<file path="src/rtl/uart_rx_pkg.sv">
// Shared UART definitions: receiver state encoding and the default frame geometry
// that the baud generator and receiver must agree on.
package uart_rx_pkg;

    localparam logic [1:0] IDLE  = 2'd0;
    localparam logic [1:0] START = 2'd1;
    localparam logic [1:0] DATA  = 2'd2;
    localparam logic [1:0] STOP  = 2'd3;

    localparam int OVERSAMPLE_DEF = 16;
    localparam int NB_DATA_DEF    = 8;

endpackage

</file>
<file path="src/rtl/uart_sync_2ff.sv">
// Two-flop synchroniser for the asynchronous rx pin; resets to the idle (high) line level.
module uart_sync_2ff (
    input  logic i_clock,
    input  logic i_reset,
    input  logic i_d,
    output logic o_q
);

    logic meta;

    always_ff @(posedge i_clock) begin
        if (i_reset) begin
            meta <= 1'b1;
            o_q  <= 1'b1;
        end else begin
            meta <= i_d;
            o_q  <= meta;
        end
    end

endmodule

</file>
<file path="src/rtl/uart_rx.sv">
// UART receiver: 16x oversampled start/data/stop deserialiser with a
// one-cycle done strobe and a framing-error flag held until the next frame.
module uart_rx
    import uart_rx_pkg::*;
#(
    parameter int NB_DATA    = NB_DATA_DEF,
    parameter int SB_TICK    = 16,
    parameter int OVERSAMPLE = OVERSAMPLE_DEF
) (
    input  logic               i_clock,
    input  logic               i_reset,
    input  logic               i_tick,
    input  logic               i_rx,
    output logic [NB_DATA-1:0] o_data,
    output logic               o_rx_done,
    output logic               o_frame_err
);

    localparam int S_MAX = (OVERSAMPLE > SB_TICK) ? OVERSAMPLE : SB_TICK;
    localparam int S_W   = (S_MAX > 1) ? $clog2(S_MAX) : 1;
    localparam int N_W   = (NB_DATA > 1) ? $clog2(NB_DATA) : 1;

    localparam logic [S_W-1:0] S_HALF  = S_W'(OVERSAMPLE / 2 - 1);
    localparam logic [S_W-1:0] S_BIT   = S_W'(OVERSAMPLE - 1);
    localparam logic [S_W-1:0] S_STOP  = S_W'(SB_TICK - 1);
    localparam logic [N_W-1:0] N_LAST  = N_W'(NB_DATA - 1);
    localparam logic [S_W-1:0] S_ONE   = S_W'(1);
    localparam logic [N_W-1:0] N_ONE   = N_W'(1);

    logic               rx_s;
    logic [1:0]         state;
    logic [S_W-1:0]     s;
    logic [N_W-1:0]     n;
    logic [NB_DATA-1:0] b;

    uart_sync_2ff u_sync (
        .i_clock (i_clock),
        .i_reset (i_reset),
        .i_d     (i_rx),
        .o_q     (rx_s)
    );

    always_ff @(posedge i_clock) begin
        if (i_reset) begin
            state       <= IDLE;
            s           <= '0;
            n           <= '0;
            b           <= '0;
            o_data      <= '0;
            o_rx_done   <= 1'b0;
            o_frame_err <= 1'b0;
        end else begin
            o_rx_done <= 1'b0;
            case (state)
                IDLE: begin
                    // Re-arms on any low level, so a held-low line yields repeated frames.
                    if (!rx_s) begin
                        state <= START;
                        s     <= '0;
                    end
                end
                START: begin
                    if (i_tick) begin
                        if (s == S_HALF) begin
                            // Half-bit recheck rejects short glitches and sets the mid-bit sampling phase.
                            if (!rx_s) begin
                                state <= DATA;
                                s     <= '0;
                                n     <= '0;
                            end else begin
                                state <= IDLE;
                            end
                        end else begin
                            s <= s + S_ONE;
                        end
                    end
                end
                DATA: begin
                    if (i_tick) begin
                        if (s == S_BIT) begin
                            s <= '0;
                            b <= {rx_s, b[NB_DATA-1:1]};
                            if (n == N_LAST) begin
                                state <= STOP;
                            end else begin
                                n <= n + N_ONE;
                            end
                        end else begin
                            s <= s + S_ONE;
                        end
                    end
                end
                STOP: begin
                    if (i_tick) begin
                        if (s == S_STOP) begin
                            o_data      <= b;
                            o_frame_err <= ~rx_s;
                            o_rx_done   <= 1'b1;
                            state       <= IDLE;
                        end else begin
                            s <= s + S_ONE;
                        end
                    end
                end
                default: state <= IDLE;
            endcase
        end
    end

endmodule

</file>
<file path="config.mk">
export PLATFORM = sky130hd
export DESIGN_NAME = uart_rx
export DESIGN_NICKNAME = d
export VERILOG_FILES = /design/src/rtl/uart_rx_pkg.sv /design/src/rtl/uart_sync_2ff.sv /design/src/rtl/uart_rx.sv
export SDC_FILE = /design/constraint.sdc
export NUM_CORES = 1
export LEC_CHECK = 0
export ABC_AREA = 1
export ABC_CLOCK_PERIOD_IN_PS = 1600
export CAP_MARGIN = 40
export CORE_MARGIN = 3
export CORE_UTILIZATION = 28
export CTS_BUF_LIST = sky130_fd_sc_hd__clkbuf_4
export DETAILED_ROUTE_END_ITERATION = 6
export PLACE_DENSITY = 0.43
export SYNTH_ARGS = -nofsm -noshare
export SYNTH_HDL_FRONTEND = slang
export SYNTH_SLANG_ARGS = --single-unit
</file>
<file path="constraint.sdc">
create_clock -name i_clock -period 1.6 [get_ports i_clock]
set_clock_uncertainty 0.2 [all_clocks]
set_input_delay 0.16 -clock i_clock [delete_from_list [all_inputs] [get_ports i_clock]]
set_output_delay 0.16 -clock i_clock [all_outputs]
set_load 0.01 [all_outputs]
</file>
# == Word-level counts from Yosys, hierarchy flattened ==
# Index checks and enable logic that the tools add are counted.
# word_totals
register_bits,29
input_bits,4
out_inout_bits,10
word_cells,65
# classes
n_addsub,2
eq_ne,17
n_mux,26
bitwise,3
n_reduce_logical,8
# op_table
op,count
$mux 4,7
$ne 2x2->1 const B,11
$mux 2,9
$mux 3,6
$pmux 4 s4,1
$pmux 2 s4,1
$reduce_and 8->1,1
$reduce_and 7->1,1
$pmux 3 s2,1
$reduce_and 3->1,2
$add 4x1->4 const B,1
$eq 2x2->1 const B,2
$eq 4x3->1 const B,1
$eq 4x4->1 const B,1
$reduce_and 4->1,1
$add 3x1->3 const B,1
$eq 3x3->1 const B,1
$not 1->1,3
$reduce_or 3->1,1
$eq 2x1->1 const B,1
$logic_not 2->1,1
$reduce_bool 2->1,1
$mux 1,1

# == Logic depth before layout (Yosys ltp) ==
# Gate-level depths: netlist (run 1).
# depth
ltp_word,5
mapped_depth,9

# == Cells and area by module ==
# A second synthesis (run 1) with hierarchy kept.
# unflattened
cells_unflattened,172
hier_area_um2,1260.0
# modules_own_cells
module,n_inst,cells_each,area_per_inst_um2,seq_area_each_um2
uart_rx,1,165,1201.2,540.5
uart_sync_2ff,1,7,58.8,40.0

# == Worst setup path after synthesis (run 1) ==
# OpenSTA, ideal clock, no wires.
# synth_path
kind,reg2reg
start,reg s[0]
end,reg o_frame_err
arrival_time_ps,1290
t_required_ps,1321
slack_ps,31
stages_incl_launch_ff,7
n_path_buf,1
cell_sequence,dfxtp_1 > ha_1 > nand3_4 > nor3_4 > buf_6 > nor2_1 > a211oi_2
# synth_between
elab_chain_cells,2
# synth_rtl
element,line_no,rtl
start: declaration,uart_rx.sv:32,logic [S_W-1:0] s;
start signal: assignment,uart_rx.sv:74,s <= s + S_ONE;
start signal: assignment,uart_rx.sv:89,s <= s + S_ONE;
start signal: assignment,uart_rx.sv:101,s <= s + S_ONE;
$eq 4x4->1,uart_rx.sv:95,if (s == S_STOP) begin
$reduce_and 3->1 (no source line),--,
end signal: assignment,uart_rx.sv:97,o_frame_err <= ~rx_s;
end: declaration,uart_rx.sv:16,output logic o_frame_err
# No other way between the ends.
# A chain may end at the register's enable or synchronous reset.

# == Worst setup path after layout (run 1) ==
# layout_path
start,reg s[1]
end,reg b[6]
# layout_between
elab_chain_cells,2
# layout_rtl
element,line_no,rtl
$eq 4x4->1,uart_rx.sv:80,if (s == S_BIT) begin
$reduce_and 3->1 (no source line),--,
end signal: assignment,uart_rx.sv:82,"b <= {rx_s, b[NB_DATA-1:1]};"
end: declaration,uart_rx.sv:34,logic [NB_DATA-1:0] b;
# No other way between the ends.

==> results of run 1 <==
==> sequential cells by signal, summed over array words and instances (netlist names), named ones only <==
| register | cells |
|---|---|
| o_frame_err | 1 |
| u_sync.meta | 1 |
| o_rx_done | 1 |
| o_data | 8 |
| n | 3 |
| b | 8 |
| state | 1 |
| u_sync.o_q | 1 |
| s | 4 |
==> layout by cell type, fill, tap and decap left out, types with 2 or more instances in the layout <==
cell type,instances
a21oi_1,20
buf_6,3
clkdlybuf4s50_1,4
nand3_1,11
nand3_2,3
buf_4,11
or2_2,3
clkbuf_4,5
o21ai_1,5
inv_1,17
ha_4,2
dlymetal6s2s_1,6
dfxtp_1,23
o21ai_0,11
dlygate4sd2_1,3
nand2_1,27
nor3_4,2
nor2_1,13
dfxtp_2,5
==> logic make-up after synthesis <==
group / count (synthesis)
AO/OA/AOI/OAI: 42
XOR/XNOR: 1
adder cells (fa/ha/maj): 3
buffers and inverters: 22
flip-flops: 29
AND/OR/NAND/NOR: 65
==> stage by stage <==
stage / utilization / hold slack (ps) / setup slack (ps)
4_1_cts: 0.389 / 167 / 1.30
2_1_floorplan: - / 29.1 / 31.1
5_1_grt: 0.412 / 173 / -34.0
6_report: 0.412 / 180 / 61.0
3_5_place_dp: 0.368 / 202 / -135
3_3_place_gp: 0.368 / 197 / -165
==> worst max path at each step <==
stage,startpoint,endpoint,cells past startpoint
final,s[1]$_SDFFE_PP0P_,b[6]$_SDFFE_PP0P_,5
after global routing,s[1]$_SDFFE_PP0P_,b[6]$_SDFFE_PP0P_,6
after global placement,i_tick,o_data[2]$_SDFFE_PP0P_,6
after detailed placement,i_tick,o_data[7]$_SDFFE_PP0P_,6
after floorplan,s[0]$_SDFFE_PP0P_,o_frame_err$_SDFFE_PP0P_,6
after CTS,o_data[1]$_SDFFE_PP0P_,o_data[1],1
==> power by group through the flow <==
stage	registers [µW]	logic, µW	clock network (µW)
2_1_floorplan	770	115	0
3_3_place_gp	772	169	0
3_5_place_dp	773	174	0
4_1_cts	761	182	459
5_1_grt	766	232	486
6_report	763	206	440
==> final cells by class <==
class                   count  area, µm²  area share
repair buffers             29        283       0.164
flip-flops and latches     29        591       0.343
multi-input cells         111        662       0.385
clock inverters             3       17.5      0.0102
inverters                  18       67.6      0.0393
well taps                  50       62.6      0.0364
clock buffers               5       37.5      0.0218
==> repair_timing <==
action | 4_1_cts | 5_1_grt
pin swaps | 1 | 8
resized for setup | 9 | 34
buffers inserted | 2 | 1
cloned | 0 | 1
setup endpoints to repair | 24 | 30
==> worst reg2reg max path, delay by kind of cell (launching register included) <==
kind | cells | cell delay [ps]
flip-flops | 1 | 360
AO/OA/AOI/OAI | 1 | 80
AND/OR/NAND/NOR | 2 | 410
buffers and inverters | 1 | 220
adder cells (fa/ha/maj) | 1 | 170
==> metal layers <==
| metal | global-route usage | vias up | part of all wire |
|---|---|---|---|
| met5 | 0 | - | 0 |
| met4 | 0.0704 | 0 | 0.023 |
| met3 | 0.0328 | 7 | 0.032 |
| met2 | 0.184 | 19 | 0.47 |
| met1 | 0.143 | 506 | 0.47 |
| li1 | - | 601 | - |
==> run metrics, run 1 <==
outcome=finished, final reports clean; Peak supply drop=0.519 mV; Internal Power=slightly below 1000 µW; Crit Path Max Fanout=6; HPWL after DPL=roughly 2000 µm; CTS tree=built; first-pass GRT wire length=between 4000 and 5000 µm; initial antenna violation count=0; Die X=between 70 and 80 µm; sequential cell area fraction in the yosys report=0.457; Synth top area share=0.457; Tmin final=approximately 1500 ps; CP cell instances=ha_4, nand3_4, nor3_4, buf_2, a21oi_1; Fin. Hold Viols=0; routed vias/inst=4.62; overall power=between 1000 and 1500 µW; setup violators final=0; YS warnings=0; Syn Nets=approximately 170; Reg power frac=0.541; simple-gate share of the synthesized area=0.244; main area contributors after synthesis=dfxtp_1 (46%), nand2_1 (8.6%), a21oi_1 (8.3%), o21ai_0 (6.7%), nand3_1 (5.5%); Max Root-Sink Buffers=2; share of cells above drive strength 1=0.262; number of core rows=23; RSZ-0062 raised after global routing=yes; Logic pwr share=0.147; Switching Share=0.298; CP arrival=about 1600 ps; flop-to-flop setup slack=~61 ps; Skew-Pair Late Insertion Delay=approximately 340 ps; cell area after layout=between 1500 and 2000 µm²; Area Overhead vs Synth=35.5%; pin count of the biggest net entering global routing=23; Synth Area in Adders=0.0296; Ant. Diodes=0; Post-Place Cell Area=1530 µm²; post-synth top area cell=dfxtp_1; slew margin rel.=0.832; Commonest cells post-synth=dfxtp_1 (29), nand2_1 (29), a21oi_1 (21), inv_1 (18), o21ai_0 (17); H-tree levels=2; CTS root buf=clkbuf_4; port bufs=13; CP Data Required Time=between 1500 and 2000 ps; Fillers=around 420; maximum clock rate=0.650 GHz; All-Layer GR Usage=0.117; post-route ant nets=0; Die ar.=between 5000 and 6000 µm²; Nets=~200; Reg2Reg Capture Point=b[6]$_SDFFE_PP0P_; vias in the first global route=1103; fin cells=approximately 250; crit share post-route=0.962; CP max stage delay=360 ps; Crit path buffers/inverters=1; Placed Cells=233; Compound-Gate Fraction of Synth Area=0.184; cells on worst reg2reg path=5; family with the most delay on the worst path=simple AND/OR/NAND/NOR gates; number of synthesized flops with an enable pin=0; Mapped Cells=about 160; Total Routed Length=between 2000 and 3000 µm; initial core utilization=0.304; Num CTS Buffers=5; Worst Hold Class=input port to register; switching power=420 µW; wire per inst=about 12 µm; class of the most critical setup path=register to register; final RePlAce weighted congestion=~0.86; crit start category=register; register bit total from synthesis=29; worst slew pin tran=around 250 ps; Power Density=819 nW/µm²; clock share of power=0.312; I/O pin cnt=14; Clock Pin Slew Worst Setup and Hold Paths=about 100 ps; Min-Delay Path Depth=2; library cells used by synthesis=20; Hold EP=u_sync.meta$_SDFF_PP1_; core box area=4170 µm²; first drt pass iteration count=4; Die Ht=about 73 µm; Pleak=0.000817 µW; Critical Path End Type=register; Post-Syn Area=roughly 1300 µm²; Remaining DRCs=0; asr flop ratio synth=0; Post-CTS Hold Buffers=0; post-synthesis mux area share=0; final setup TNS=0 ps; worst reg2reg startpoint=s[1]$_SDFFE_PP0P_; max-cap violations=0; Vias=1133; Final Max Tran Viols=0; syn avg cell area=a little under 8 µm²; largest family of logic cells by synthesized area=simple AND/OR/NAND/NOR gates; hold_sp=i_rx; DR iter-0 viols=between 60 and 70; Synth Area in XOR/XNOR=0.00690; CP max stage cell=dfxtp_2; Sink Count=29; grt ovf=0; top_reg_cell synth=dfxtp_1
Power figures use the tool's default switching activity.
==> run 2, diff against run 1 <==
Settings changed: PLACE_DENSITY 0.43 to unset, PLACE_DENSITY_LB_ADDON set to 0.05.
==> run metrics, run 2 (same netlist as run 1, synthesis figures left out) <==
pin count of the biggest net entering global routing=25; Logic pwr share=0.142; outcome=finished, final reports clean; Placed Cells=234; worst slew pin tran=700 ps; Die X=between 70 and 80 µm; Critical Path End Type=output pin; CP max stage delay=around 540 ps; Max Root-Sink Buffers=2; final setup TNS=0 ps; Die ar.=around 5400 µm²; CTS tree=built; Fin. Hold Viols=0; routed vias/inst=between 4 and 5; Vias=between 1000 and 1500; share of cells above drive strength 1=0.276; Reg power frac=0.562; maximum clock rate=between 0.6 and 0.7 GHz; HPWL after DPL=around 2000 µm; class of the most critical setup path=register to output pin; grt ovf=0; number of core rows=23; Crit Path Max Fanout=2; final RePlAce weighted congestion=~0.84; Post-CTS Hold Buffers=0; Total Routed Length=~2800 µm; Clock Pin Slew Worst Setup and Hold Paths=80 ps; RSZ-0062 raised after global routing=yes; family with the most delay on the worst path=buffers and inverters; crit start category=register; Worst Hold Class=input port to register; Largest regs=b x8, o_data x8, s x4; CP max stage cell=clkdlybuf4s50_1; initial antenna violation count=0; Final Max Tran Viols=0; crit share post-route=0.969; first-pass GRT wire length=~4600 µm; Internal Power=approximately 990 µW; commonest non-fill, non-tap cell in the layout=nand2_1; first drt pass iteration count=4; clock share of power=0.296; Crit path buffers/inverters=1; fin cells=246; setup violators final=0; Min-Delay Path Depth=2; CP arrival=around 1200 ps; vias in the first global route=1071; CTS root buf=clkbuf_4; Switching Share=0.270; post-route ant nets=0; commonest non-fill, non-tap cells in the layout=nand2_1 (28), dfxtp_1 (23), a21oi_1 (19); Final Util=0.409; H-tree levels=2; Ant. Diodes=0; Tmin final=~1600 ps; All-Layer GR Usage=0.112; I/O pin cnt=14; Area Overhead vs Synth=34.3%; CP cell instances=clkdlybuf4s50_1; Skew-Pair Late Insertion Delay=a little over 300 ps; Peak supply drop=0.424 mV; Power Density=~800 nW/µm²; Post-Place Cell Area=roughly 1500 µm²; initial core utilization=0.304; port bufs=13; slew margin rel.=0.533; max-cap violations=0; Sink Count=29; DR iter-0 viols=45; cells on worst reg2reg path=6; Remaining DRCs=0; Num CTS Buffers=5; cell area after layout=1710 µm²; Die Ht=roughly 73 µm; Stages on worst setup path=1; Pleak=~0.0007 µW; wire per inst=approximately 11 µm; core box area=4170 µm²; Nets=approximately 200; switching power=366 µW; CP Data Required Time=around 1200 ps
[run 2: cell count changes in the layout (fill, tap and decap cells not counted), moves of 3 or more]
cell             change
clkdlybuf4s50_1      +8
dlymetal6s2s_1       -5
buf_4                +3
dlygate4sd2_1        -3
[run 2: path summary, 6_finish.rpt]
check | startpoint | end | slack, ps
hold / removal | i_rx | u_sync.meta$_SDFF_PP1_ | 220
hold reg to reg | u_sync.meta$_SDFF_PP1_ | u_sync.o_q$_SDFF_PP1_ | 220
setup reg to reg | s[1]$_SDFFE_PP0P_ | b[1]$_SDFFE_PP0P_ | 50
setup / recovery | o_frame_err$_SDFFE_PP0P_ | o_frame_err | 50
[run 2: layout make-up]
class                           instances  area (µm²)
Clock buffer                            6        45.0
Fill cell                             435        2470
Tap cell                               50        62.6
Clock inverter                          1        3.75
Timing Repair Buffer                   31         283
Inverter                               18        67.6
Sequential cell                        29         588
Multi-Input combinational cell        111         656
[run 2: power groups by stage]
stage / Sequential [µW] / Combinational (µW) / Clock (µW)
after floorplan: 770 / 115 / 0
after global placement: 771 / 169 / 0
final: 763 / 192 / 402
after CTS: 760 / 175 / 434
after global routing: 765 / 221 / 455
after detailed placement: 772 / 169 / 0
[run 2: timing repair]
action                                 4_1_cts  5_1_grt
cloned                                       0        1
endpoints found under the hold margin        0        0
pin swaps                                    2        7
resized for setup                            7       29
setup endpoints to repair                   17       23
setup buffers                                0        4
[run 2: per-stage QoR]
| step | setup WS, ps | hold slack (ps) | power (µW) |
|---|---|---|---|
| 6_report | 49.9 | 219 | 1360 |
| 5_1_grt | -48.4 | 226 | 1440 |
| 4_1_cts | 2.24 | 204 | 1370 |
| 3_5_place_dp | -175 | 204 | 942 |
| 3_3_place_gp | -157 | 193 | 940 |
| 2_1_floorplan | 31.1 | 29.1 | 885 |
[run 2: metal layers]
layer  up-vias  track usage  routed length (µm)
li1        605            -                   -
met1       514        0.129                1250
met2        11        0.187                1360
met3         6       0.0383                  85
met4         0       0.0483                  55
met5         -            0                   0
